**src/rtl/car_motion_controller.sv**
```systemverilog
// car_motion_controller: elevator car model, call register and door sequencing
module car_motion_controller #(
  parameter int TIMER_WIDTH   = 8,
  parameter int TRAVEL_CYCLES = 16,
  parameter int DOOR_CYCLES   = 32,
  parameter int SETTLE_CYCLES = 2
) (
  input  logic       clock,
  input  logic       reset,
  input  logic [7:0] call_set,
  input  logic       direction,
  input  logic       shouldMove,
  output logic [7:0] floorsCalled,
  output logic [2:0] currentFloor,
  output logic       door_open,
  output logic       moving,
  output logic       arrived
);
  typedef enum logic [1:0] {IDLE, MOVE, DOOR, SETTLE} state_t;
  localparam logic [TIMER_WIDTH-1:0] T_TRAVEL = TIMER_WIDTH'(TRAVEL_CYCLES - 1);
  localparam logic [TIMER_WIDTH-1:0] T_DOOR   = TIMER_WIDTH'(DOOR_CYCLES - 1);
  localparam logic [TIMER_WIDTH-1:0] T_SETTLE = TIMER_WIDTH'(SETTLE_CYCLES - 1);
  localparam logic [TIMER_WIDTH-1:0] ONE      = TIMER_WIDTH'(1);
  state_t                 state, state_n;
  logic [TIMER_WIDTH-1:0] timer, timer_n;
  logic [2:0]             floor_n, step_floor;
  logic [7:0]             hit, clr;
  logic                   dir_q, dir_n, arrived_n;
  assign door_open = (state == DOOR);
  assign moving    = (state == MOVE);
  // Next state, shared timer reload and the one-hot clear of the served floor's call
  always_comb begin
    hit        = floorsCalled | call_set;
    step_floor = dir_q ? currentFloor + 3'd1 : currentFloor - 3'd1;
    state_n    = state;
    timer_n    = timer;
    floor_n    = currentFloor;
    dir_n      = dir_q;
    arrived_n  = 1'b0;
    clr        = 8'd0;
    case (state)
      IDLE:
        if (hit[currentFloor]) begin
          state_n = DOOR;
          timer_n = T_DOOR;
          clr     = 8'd1 << currentFloor;
        end else if (shouldMove && (direction ? currentFloor != 3'd7 : currentFloor != 3'd0)) begin
          state_n = MOVE;
          dir_n   = direction;
          timer_n = T_TRAVEL;
        end
      MOVE:
        if (timer == '0) begin
          floor_n = step_floor;
          if (hit[step_floor]) begin
            state_n   = DOOR;
            timer_n   = T_DOOR;
            clr       = 8'd1 << step_floor;
            arrived_n = 1'b1;
          end else begin
            state_n = SETTLE;
            timer_n = T_SETTLE;
          end
        end else timer_n = timer - ONE;
      DOOR:
        if (call_set[currentFloor]) begin
          timer_n = T_DOOR;
          clr     = 8'd1 << currentFloor;
        end else if (timer == '0) begin
          state_n = SETTLE;
          timer_n = T_SETTLE;
        end else timer_n = timer - ONE;
      default: begin
        state_n = timer == '0 ? IDLE : SETTLE;
        timer_n = timer == '0 ? timer : timer - ONE;
      end
    endcase
  end
  // State, position and call registers; reset snaps the car to floor 0 from any state
  always_ff @(posedge clock) begin
    if (!reset) begin
      state        <= SETTLE;
      timer        <= T_SETTLE;
      floorsCalled <= 8'd0;
      currentFloor <= 3'd0;
      dir_q        <= 1'b0;
      arrived      <= 1'b0;
    end else begin
      state        <= state_n;
      timer        <= timer_n;
      floorsCalled <= (floorsCalled | call_set) & ~clr;
      currentFloor <= floor_n;
      dir_q        <= dir_n;
      arrived      <= arrived_n;
    end
  end
endmodule

```
**config.mk**
```make
export PLATFORM = sky130hd
export DESIGN_NAME = car_motion_controller
export DESIGN_NICKNAME = d
export VERILOG_FILES = /design/src/rtl/car_motion_controller.sv
export SDC_FILE = /design/constraint.sdc
export NUM_CORES = 1
export LEC_CHECK = 0
export ABC_AREA = 1
export CAP_MARGIN = 25
export CORE_MARGIN = 5
export CORE_UTILIZATION = 40
export DETAILED_ROUTE_END_ITERATION = 8
export PLACE_DENSITY = 0.63
export SYNTH_ARGS = -nofsm -noshare
export SYNTH_HDL_FRONTEND = slang
export SYNTH_SLANG_ARGS = --single-unit
```
**constraint.sdc**
```tcl
create_clock -name clock -period 4.05 [get_ports clock]
set_clock_uncertainty 0.1 [all_clocks]
set_input_delay 0.405 -clock clock [delete_from_list [all_inputs] [get_ports clock]]
set_output_delay 0.405 -clock clock [all_outputs]
set_load 0.01 [all_outputs]
```
==> impl_metrics.tcl, run 1 <==
set metrics [dict create \
    dr_total_vias 2009 \
    seqPwrFrac_pct 25.9 \
    cts_tree "built" \
    clkLatencyLatePin_ns 0.28 \
    post_cts_buffers 0 \
    p_sw_share_pct 51.1 \
    worst_slack_ns 1.31 \
    met3_usage_pct 3.10 \
    yosysSeqAreaShare_pct 22.9 \
    grt_max_degree 22 \
    dp_hpwl_um 4170 \
    ys_types 33 \
    dp_slack_ns 1.35 \
    clkTransAtPathRegs_ns 0.10 \
    setup_viol 0 \
    layout_common_cells "nand2_1, inv_1, nor2_1" \
    routed_wl_um 5400 \
    initial_utilization_pct 42.0 \
    clkPwrFrac_pct 12.3 \
    syn_inst 309 \
    synthesis.area_um2 2010 \
    fin_cells 399 \
    crit_type "reg2reg" \
    core_um2 4790 \
    irDropWorstVdd_mv 0.207 \
    detail-route-antenna-nets 0 \
    hold_class "reg2reg" \
    grt_pass1_wl_um 9160 \
    die_h_um 80.9 \
    wl_per_cell_um 13.5 \
    drt_pass1_iterations 5 \
    required_ns 4.11 \
    use_met1_pct 25.4 \
    drive_above_1_share_pct 13.3 \
    routed_via_density 5.04 \
    rows 25 \
    p_leak_nw 1.08 \
    die_w_um 80.9 \
    finalHoldViolCount 0 \
    drv_cap 0 \
    tightest_slew_ns 0.799 \
    ys_ff_latch 23 \
    place_inst 395 \
    first_global_vias 1897 \
    ctsResizeCount 0 \
    overflow 0 \
    powerDensity_nw_per_um2 548 \
    critPathMaxFanout 21 \
    antenna_cells 0 \
    ios 26 \
    clock_path_buffers 2 \
    areaGrowthSynthToFinish_pct 16.7 \
    numClockSinks 23 \
    postSynthAreaPerCell_um2 6.50 \
    setup_tns_ns 0 \
    ys_warn_count 0 \
    finalCritPeriodShare_pct 67.7 \
    antenna_found_initial 0 \
    cts_max_level 1 \
    cts_buffers 3 \
    finalCriticalPeriod_ns 2.74 \
    gp_congestion 0.913 \
    cts-root-buf "clkbuf_8" \
    power_switching_w 0.000656 \
    use_met2_pct 26.8 \
    fmax_mhz 365 \
    slew_viol_final 0 \
    top_usage_layer "met2" \
    p_int_w 0.000628 \
    pwr-share-comb_pct 61.9 \
    synth_fp_nets 333 \
    final_common_cell "nand2_1" \
    cp-start-kind "register" \
    slew-limit-headroom_pct 46.7 \
    io_buffers 25 \
    run_status "finished, final reports clean" \
    total_power_w 0.00128 \
    end_kind "register" \
    drt-initial-drc-count 128 \
    cts-hold-fix-buffers 0 \
    rsz0062_at_grt "false" \
    arrival_ns 2.80 \
    grt_usage_pct 17.9 \
    drc 0 \
    die-area_um2 6540 \
    nNetsFinal 357 \
]
-- registers in the layout, summed over array words and instances, names as in the netlist --
signal / cells
arrived: 1
currentFloor: 3
dir_q: 1
floorsCalled: 8
state: 2
timer: 8
-- critical path, stage by stage, from the launching register on --
cell	delay (ns)
dfxtp_1	0.85
inv_4	0.14
fa_1	0.50
xor2_1	0.16
nand2_1	0.09
nand2_2	0.09
inv_2	0.11
nand3_2	0.11
nand2_4	0.13
nor2_1	0.06
o21ai_1	0.11
nand2_1	0.07
nand2_1	0.05
nand2_1	0.04
-- layer usage --
layer / vias up / share of wire [%]
met5: - / 0
met4: 0 / 1.6
met3: 7 / 6.4
met2: 67 / 43
met1: 894 / 49
li1: 1041 / -
-- power by group through the flow --
stage | combinational, W | clock, W | sequential (W)
final | 0.000794 | 0.000157 | 0.000332
after detailed placement | 0.000783 | 0 | 0.000338
after CTS | 0.000789 | 0.000165 | 0.000333
after floorplan | 0.000615 | 0 | 0.000322
after global routing | 0.000898 | 0.000175 | 0.000342
after global placement | 0.000773 | 0 | 0.000338
-- cells by family after synthesis --
family / count (synthesis) / synth area share [%]
XOR/XNOR: 6 / 2.62
flip-flops: 23 / 22.9
adder cells (fa/ha/maj): 12 / 7.85
AO/OA/AOI/OAI: 49 / 13.6
AND/OR/NAND/NOR: 171 / 42.6
buffers and inverters: 48 / 10.3
-- layout make-up --
cell class                 instances  area, µm²
timing repair buffer              25        250
fill                             494       2440
clock inverter                     1       5.00
clock buffer                       3       41.3
tap                               67       83.8
multi-input combinational        238       1340
inverter                          42        163
sequential                        23        460
-- stage by stage --
| step | util (%) | cell area [µm²] | hold slack, ns |
|---|---|---|---|
| 4_1_cts | 49.0 | 2340 | 0.411 |
| 2_1_floorplan | - | 2010 | 0.364 |
| 5_1_grt | 49.0 | 2340 | 0.463 |
| 6_report | 49.0 | 2340 | 0.408 |
| 3_5_place_dp | 48.0 | 2300 | 0.389 |
| 3_3_place_gp | 48.0 | 2300 | 0.390 |
-- path summary, 6_finish.rpt --
| kind | start | to | slack (ns) | depth (start not counted) |
|---|---|---|---|---|
| min | timer[7] | timer[7] | 0.41 | 2 |
| max | currentFloor[0] | state[0] | 1.31 | 13 |
| min reg2reg | timer[7] | timer[7] | 0.41 | 2 |
| max reg2reg | currentFloor[0] | state[0] | 1.31 | 13 |
-- synthesized netlist by cell type (all sizes together) --
master	number	area, µm²
a211oi	1	7.51
a21oi	23	126
and3	1	6.26
buf	3	33.8
clkbuf	3	11.3
dfxtp	23	460
fa	1	20.0
ha	11	138
inv	42	163
nand2	91	379
nand3	34	205
nand3b	1	11.3
nand4	5	73.8
nor2	36	163
nor3	2	10.0
nor3b	1	7.51
o211ai	3	22.5
o21ai	21	109
o221ai	1	8.76
xnor2	2	17.5
xor2	4	35.0
(Power assumes the default switching activity.)
==> inputs of run 2 (changes only) <==
--- a/config.mk
+++ b/config.mk
@@ -10,7 +10,7 @@
 export CORE_MARGIN = 5
 export CORE_UTILIZATION = 40
 export DETAILED_ROUTE_END_ITERATION = 8
-export PLACE_DENSITY = 0.63
+export PLACE_DENSITY = 0.65
 export SYNTH_ARGS = -nofsm -noshare
 export SYNTH_HDL_FRONTEND = slang
 export SYNTH_SLANG_ARGS = --single-unit
==> constraint.sdc (replaced) <==
create_clock -name clock -period 2.2 [get_ports clock]
set_clock_uncertainty 0.1 [all_clocks]
set_input_delay 0.22 -clock clock [delete_from_list [all_inputs] [get_ports clock]]
set_output_delay 0.22 -clock clock [all_outputs]
set_load 0.01 [all_outputs]
==> run 2 against run 1 <==
Compared with the run above: via count rose by 2.6%; first-iteration DRC count rose by 4.7%; core utilization rose by 2.1 points; routed wire length barely moved; largest cell class unchanged; critical path depth fell by 3; sequential cell count did not move; global-route usage rose by 0.15 points; sequential share of layout area fell by 0.76 points; fmax rose by 34%; clock power rose by 84%.
==> impl_metrics.tcl, run 2 (synthesis results as in run 1) <==
set metrics [dict create \
    cts_buffers 3 \
    routed_via_density 5.00 \
    routed_wl_um 5400 \
    antenna_cells 0 \
    fmax_mhz 491 \
    arrival_ns 2.11 \
    finalHoldViolCount 0 \
    rsz0062_at_grt "false" \
    powerDensity_nw_per_um2 1000 \
    core_um2 4790 \
    grt_pass1_wl_um 9270 \
    antenna_found_initial 0 \
    dp_hpwl_um 4300 \
    required_ns 2.27 \
    cts-root-buf "clkbuf_8" \
    irDropWorstVdd_mv 0.355 \
    dp_slack_ns 0.164 \
    cp-start-kind "register" \
    cts-hold-fix-buffers 0 \
    layout_common_cells "nand2_1, inv_1, nor2_1" \
    die-area_um2 6540 \
    setup_tns_ns 0 \
    reg.largest.list "floorsCalled (8), timer (8), currentFloor (3)" \
    rows 25 \
    io_buffers 25 \
    finalCriticalPeriod_ns 2.04 \
    wl_per_cell_um 13.1 \
    design_area_um2 2440 \
    hold_class "reg2reg" \
    first_global_vias 1990 \
    crit_type "reg2reg" \
    final_util_pct 51.1 \
    drc 0 \
    setup_viol 0 \
    cts_tree "built" \
    end_kind "register" \
    clkLatencyLatePin_ns 0.28 \
    run_status "finished, final reports clean" \
    grt_max_degree 21 \
    clock_path_buffers 2 \
    dr_total_vias 2062 \
    finalCritPeriodShare_pct 92.6 \
    p_leak_nw 1.14 \
    worst_slack_ns 0.162 \
    detail-route-antenna-nets 0 \
    ios 26 \
    die_w_um 80.9 \
    gp_congestion 0.870 \
    fillCellCount 500 \
    nNetsFinal 370 \
    tightest_slew_ns 0.412 \
    crit_chain "inv_2 -> fa_2 -> inv_1 -> o211ai_1 -> nand3_2 -> nand2_4 -> buf_4 -> nand3_1 -> nand2_1 -> a21oi_1" \
    slew-limit-headroom_pct 72.5 \
    areaGrowthSynthToFinish_pct 21.7 \
    numClockSinks 23 \
    critPathMaxStageDelay_ns 0.59 \
    drt-initial-drc-count 134 \
    clkTransAtPathRegs_ns 0.10 \
    overflow 0 \
    critPathMaxFanout 5 \
    place_area_um2 2380 \
    drive_above_1_share_pct 17.1 \
    crit_path_top_delay_cell "fa_2" \
    initial_utilization_pct 42.0 \
    drv_cap 0 \
    drt_pass1_iterations 4 \
    final_common_cell "nand2_1" \
    slew_viol_final 0 \
    die_h_um 80.9 \
    grt_usage_pct 18.0 \
    cts_max_level 1 \
]
-- run 2: cell count changes in the layout (fill, tap and decap cells not counted) --
cell	delta
dfxtp_1	-1
dfxtp_2	+1
buf_4	+13
fa_1	-1
fa_2	+1
-- run 2: layout make-up --
| type | count | area (µm²) | area share (%) |
|---|---|---|---|
| inverters | 42 | 163 | 6.65 |
| repair buffers | 38 | 348 | 14.2 |
| multi-input cells | 238 | 1340 | 54.9 |
| clock inverters | 1 | 5.00 | 0.205 |
| flip-flops and latches | 23 | 462 | 18.9 |
| well taps | 67 | 83.8 | 3.43 |
| clock buffers | 3 | 41.3 | 1.69 |
-- run 2: routing by layer --
layer / part of all wire, % / up-vias / GRT usage, % / wire length (µm)
li1: - / 1071 / - / -
met1: 48 / 925 / 24.3 / 2610
met2: 45 / 55 / 29.5 / 2420
met3: 5.1 / 11 / 2.77 / 273
met4: 1.8 / 0 / 5.57 / 98
met5: 0 / - / 0 / 0
-- run 2: report_power, final --
part	internal [W]	leakage (nW)	switching [W]
logic	0.000595	0.924	0.000965
registers	0.000506	0.190	0.0000888
clock network	0.000127	0.0255	0.000162
total	0.00123	1.14	0.00122
-- run 2: path summary, 6_finish.rpt --
kind,slack [ns],end,start,cells past startpoint
setup / recovery,0.16,floorsCalled[3],currentFloor[1],10
setup reg to reg,0.16,floorsCalled[3],currentFloor[1],10
hold / removal,0.41,timer[7],timer[7],2
hold reg to reg,0.41,timer[7],timer[7],2
-- run 2: what timing repair did --
action                     4_1_cts  5_1_grt
setup buffers                    0        2
gates resized for setup          0        1
setup endpoints to repair        0        2
-- run 2: through the flow --
step | total power (W) | hold WS [ns] | instances
final | 0.00244 | 0.414 | 412
after global routing | 0.00269 | 0.445 | 412
after CTS | 0.00241 | 0.411 | 410
after detailed placement | 0.00211 | 0.395 | 406
after global placement | 0.00208 | 0.388 | 406
after floorplan | 0.00172 | 0.249 | 309
-- run 2: critical path: cells and delay by family (launching register included) --
| family | cells | cell delay [ns] |
|---|---|---|
| and+or+nand+nor | 4 | 0.45 |
| buffers and inverters | 3 | 0.22 |
| adders and majority gates | 1 | 0.59 |
| AOI/OAI and AO/OA | 2 | 0.20 |
| DFF | 1 | 0.37 |
==> inputs of run 3 (changes only) <==
--- a/config.mk
+++ b/config.mk
@@ -10,6 +10,8 @@
 export CORE_MARGIN = 5
 export CORE_UTILIZATION = 40
 export DETAILED_ROUTE_END_ITERATION = 8
+export GPL_TIMING_DRIVEN = 0
+export MAX_ROUTING_LAYER = met4
 export PLACE_DENSITY = 0.65
 export SYNTH_ARGS = -nofsm -noshare
 export SYNTH_HDL_FRONTEND = slang
==> run 3 against run 2 <==
Compared with the run above: critical path depth rose by 1; via count rose by 3.7%; core utilization rose by 3.2 points; routed wire length rose by 2.7%; combinational power rose by 9.6%; count of clock-buffer cells in the layout rose by 1; sequential share of layout area fell by 0.98 points; highest routed layer unchanged.
==> impl_metrics.tcl, run 3 (synthesis results as in run 1) <==
set metrics [dict create \
    run_status "finished, final reports clean" \
    slew_viol_final 0 \
    cts_tree "built" \
    met2_length_um 2460 \
    seqPwrFrac_pct 23.0 \
    areaGrowthSynthToFinish_pct 29.5 \
    detail-route-antenna-nets 0 \
    drive_above_1_share_pct 22.5 \
    grt_max_degree 13 \
    grt_usage_pct 18.4 \
    numClockSinks 23 \
    antenna_cells 0 \
    drt-initial-drc-count 185 \
    routed_via_density 5.18 \
    power_switching_w 0.00130 \
    final_common_cell "nand2_1" \
    die_w_um 80.9 \
    finalHoldViolCount 0 \
    cts_max_level 1 \
    p_leak_nw 1.15 \
    pwr-share-comb_pct 66.1 \
    cp-start-kind "register" \
    p_int_w 0.00128 \
    fin_cells 413 \
    clkPwrFrac_pct 10.9 \
    core_um2 4790 \
    rsz0062_at_grt "true" \
    arrival_ns 2.24 \
    antenna_found_initial 0 \
    grt_pass1_wl_um 9180 \
    p_sw_share_pct 50.4 \
    ios 26 \
    setup_viol 0 \
    first_global_vias 1938 \
    clkTransAtPathRegs_ns 0.09 \
    fillCellCount 458 \
    clock_path_buffers 2 \
    cts-root-buf "clkbuf_8" \
    io_buffers 25 \
    hold_class "reg2reg" \
    drv_cap 0 \
    gp_congestion 0.896 \
    die_h_um 80.9 \
    met3WireLength_um 324 \
    powerDensity_nw_per_um2 992 \
    finalCritPeriodShare_pct 99.8 \
    cts_buffers 3 \
    clkLatencyLatePin_ns 0.27 \
    overflow 0 \
    dr_total_vias 2138 \
    irDropWorstVdd_mv 0.420 \
    required_ns 2.24 \
    die-area_um2 6540 \
    dp_hpwl_um 4130 \
    critPathMaxFanout 8 \
    whs_ns 0.421 \
    drt_pass1_iterations 5 \
    wl_per_cell_um 13.4 \
    final_util_pct 54.3 \
    finalCriticalPeriod_ns 2.20 \
    highest_layer "met4" \
    reg.largest.list "floorsCalled (8), timer (8), currentFloor (3)" \
    tightest_slew_ns 0.658 \
    drc 0 \
    crit_type "reg2reg" \
    rows 25 \
    fmax_mhz 455 \
    initial_utilization_pct 42.0 \
    routed_wl_um 5550 \
    wirelength_met1_um 2640 \
    layout_common_cells "nand2_1, inv_1, nor2_1" \
    nNetsFinal 371 \
    slew-limit-headroom_pct 56.2 \
    place_inst 401 \
    end_kind "register" \
    cts-hold-fix-buffers 0 \
]
## run 3: metal layers
layer / up-vias / GRT usage, %
met3: 17 / 2.88
met4: 0 / 6.76
met5: - / -
met1: 970 / 25.1
met2: 83 / 27.3
li1: 1068 / -
## run 3: cell type report
cell class                 instances  area (µm²)  share of cell area, %
multi-input combinational        238        1450                   55.9
sequential                        23         465                   17.9
timing repair buffer              33         327                   12.6
inverter                          42         178                   6.83
tap                               67        83.8                   3.22
buffer                             6        48.8                   1.88
clock buffer                       4        45.0                   1.73
## run 3: stage by stage
step | setup WS (ns) | instance area (µm²) | setup TNS, ns | total power (W)
after floorplan | 0.0595 | 2010 | 0 | 0.00172
after global placement | -0.139 | 2340 | -0.352 | 0.00207
after global routing | -0.0952 | 2600 | -0.746 | 0.00283
after detailed placement | -0.148 | 2340 | -0.292 | 0.00208
final | 0.00421 | 2600 | 0 | 0.00258
after CTS | 0.0293 | 2420 | 0 | 0.00243
## run 3: critical path, cell delays in order (launching register included)
cell and delay (ns):
dfxtp_2 0.35, buf_8 0.13, clkinv_8 0.06, fa_2 0.65, inv_2 0.04, o211ai_1 0.12
nand3_2 0.16, nand2_4 0.13, buf_12 0.14, nand3_2 0.06, nand2_1 0.08, a21oi_1 0.06
## run 3: final timing paths
kind / from / endpoint / slack [ns] / depth (start not counted)
max: currentFloor[0] / floorsCalled[3] / 0.004 / 11
min: timer[0] / timer[0] / 0.42 / 2
max reg2reg: currentFloor[0] / floorsCalled[3] / 0.004 / 11
min reg2reg: timer[0] / timer[0] / 0.42 / 2
## run 3: power groups by stage
stage	sequential [W]	combinational, W	clock, W
final	0.000593	0.00171	0.000281
after floorplan	0.000593	0.00113	0
after CTS	0.000594	0.00155	0.000291
after global routing	0.000609	0.00191	0.000305
after global placement	0.000600	0.00147	0
after detailed placement	0.000604	0.00148	0
## run 3: what timing repair did
item,4_1_cts,5_1_grt
endpoints found under the hold margin,0,0
setup buffers,2,6
pin swaps,3,19
resized for setup,3,33
setup endpoints to repair,13,13
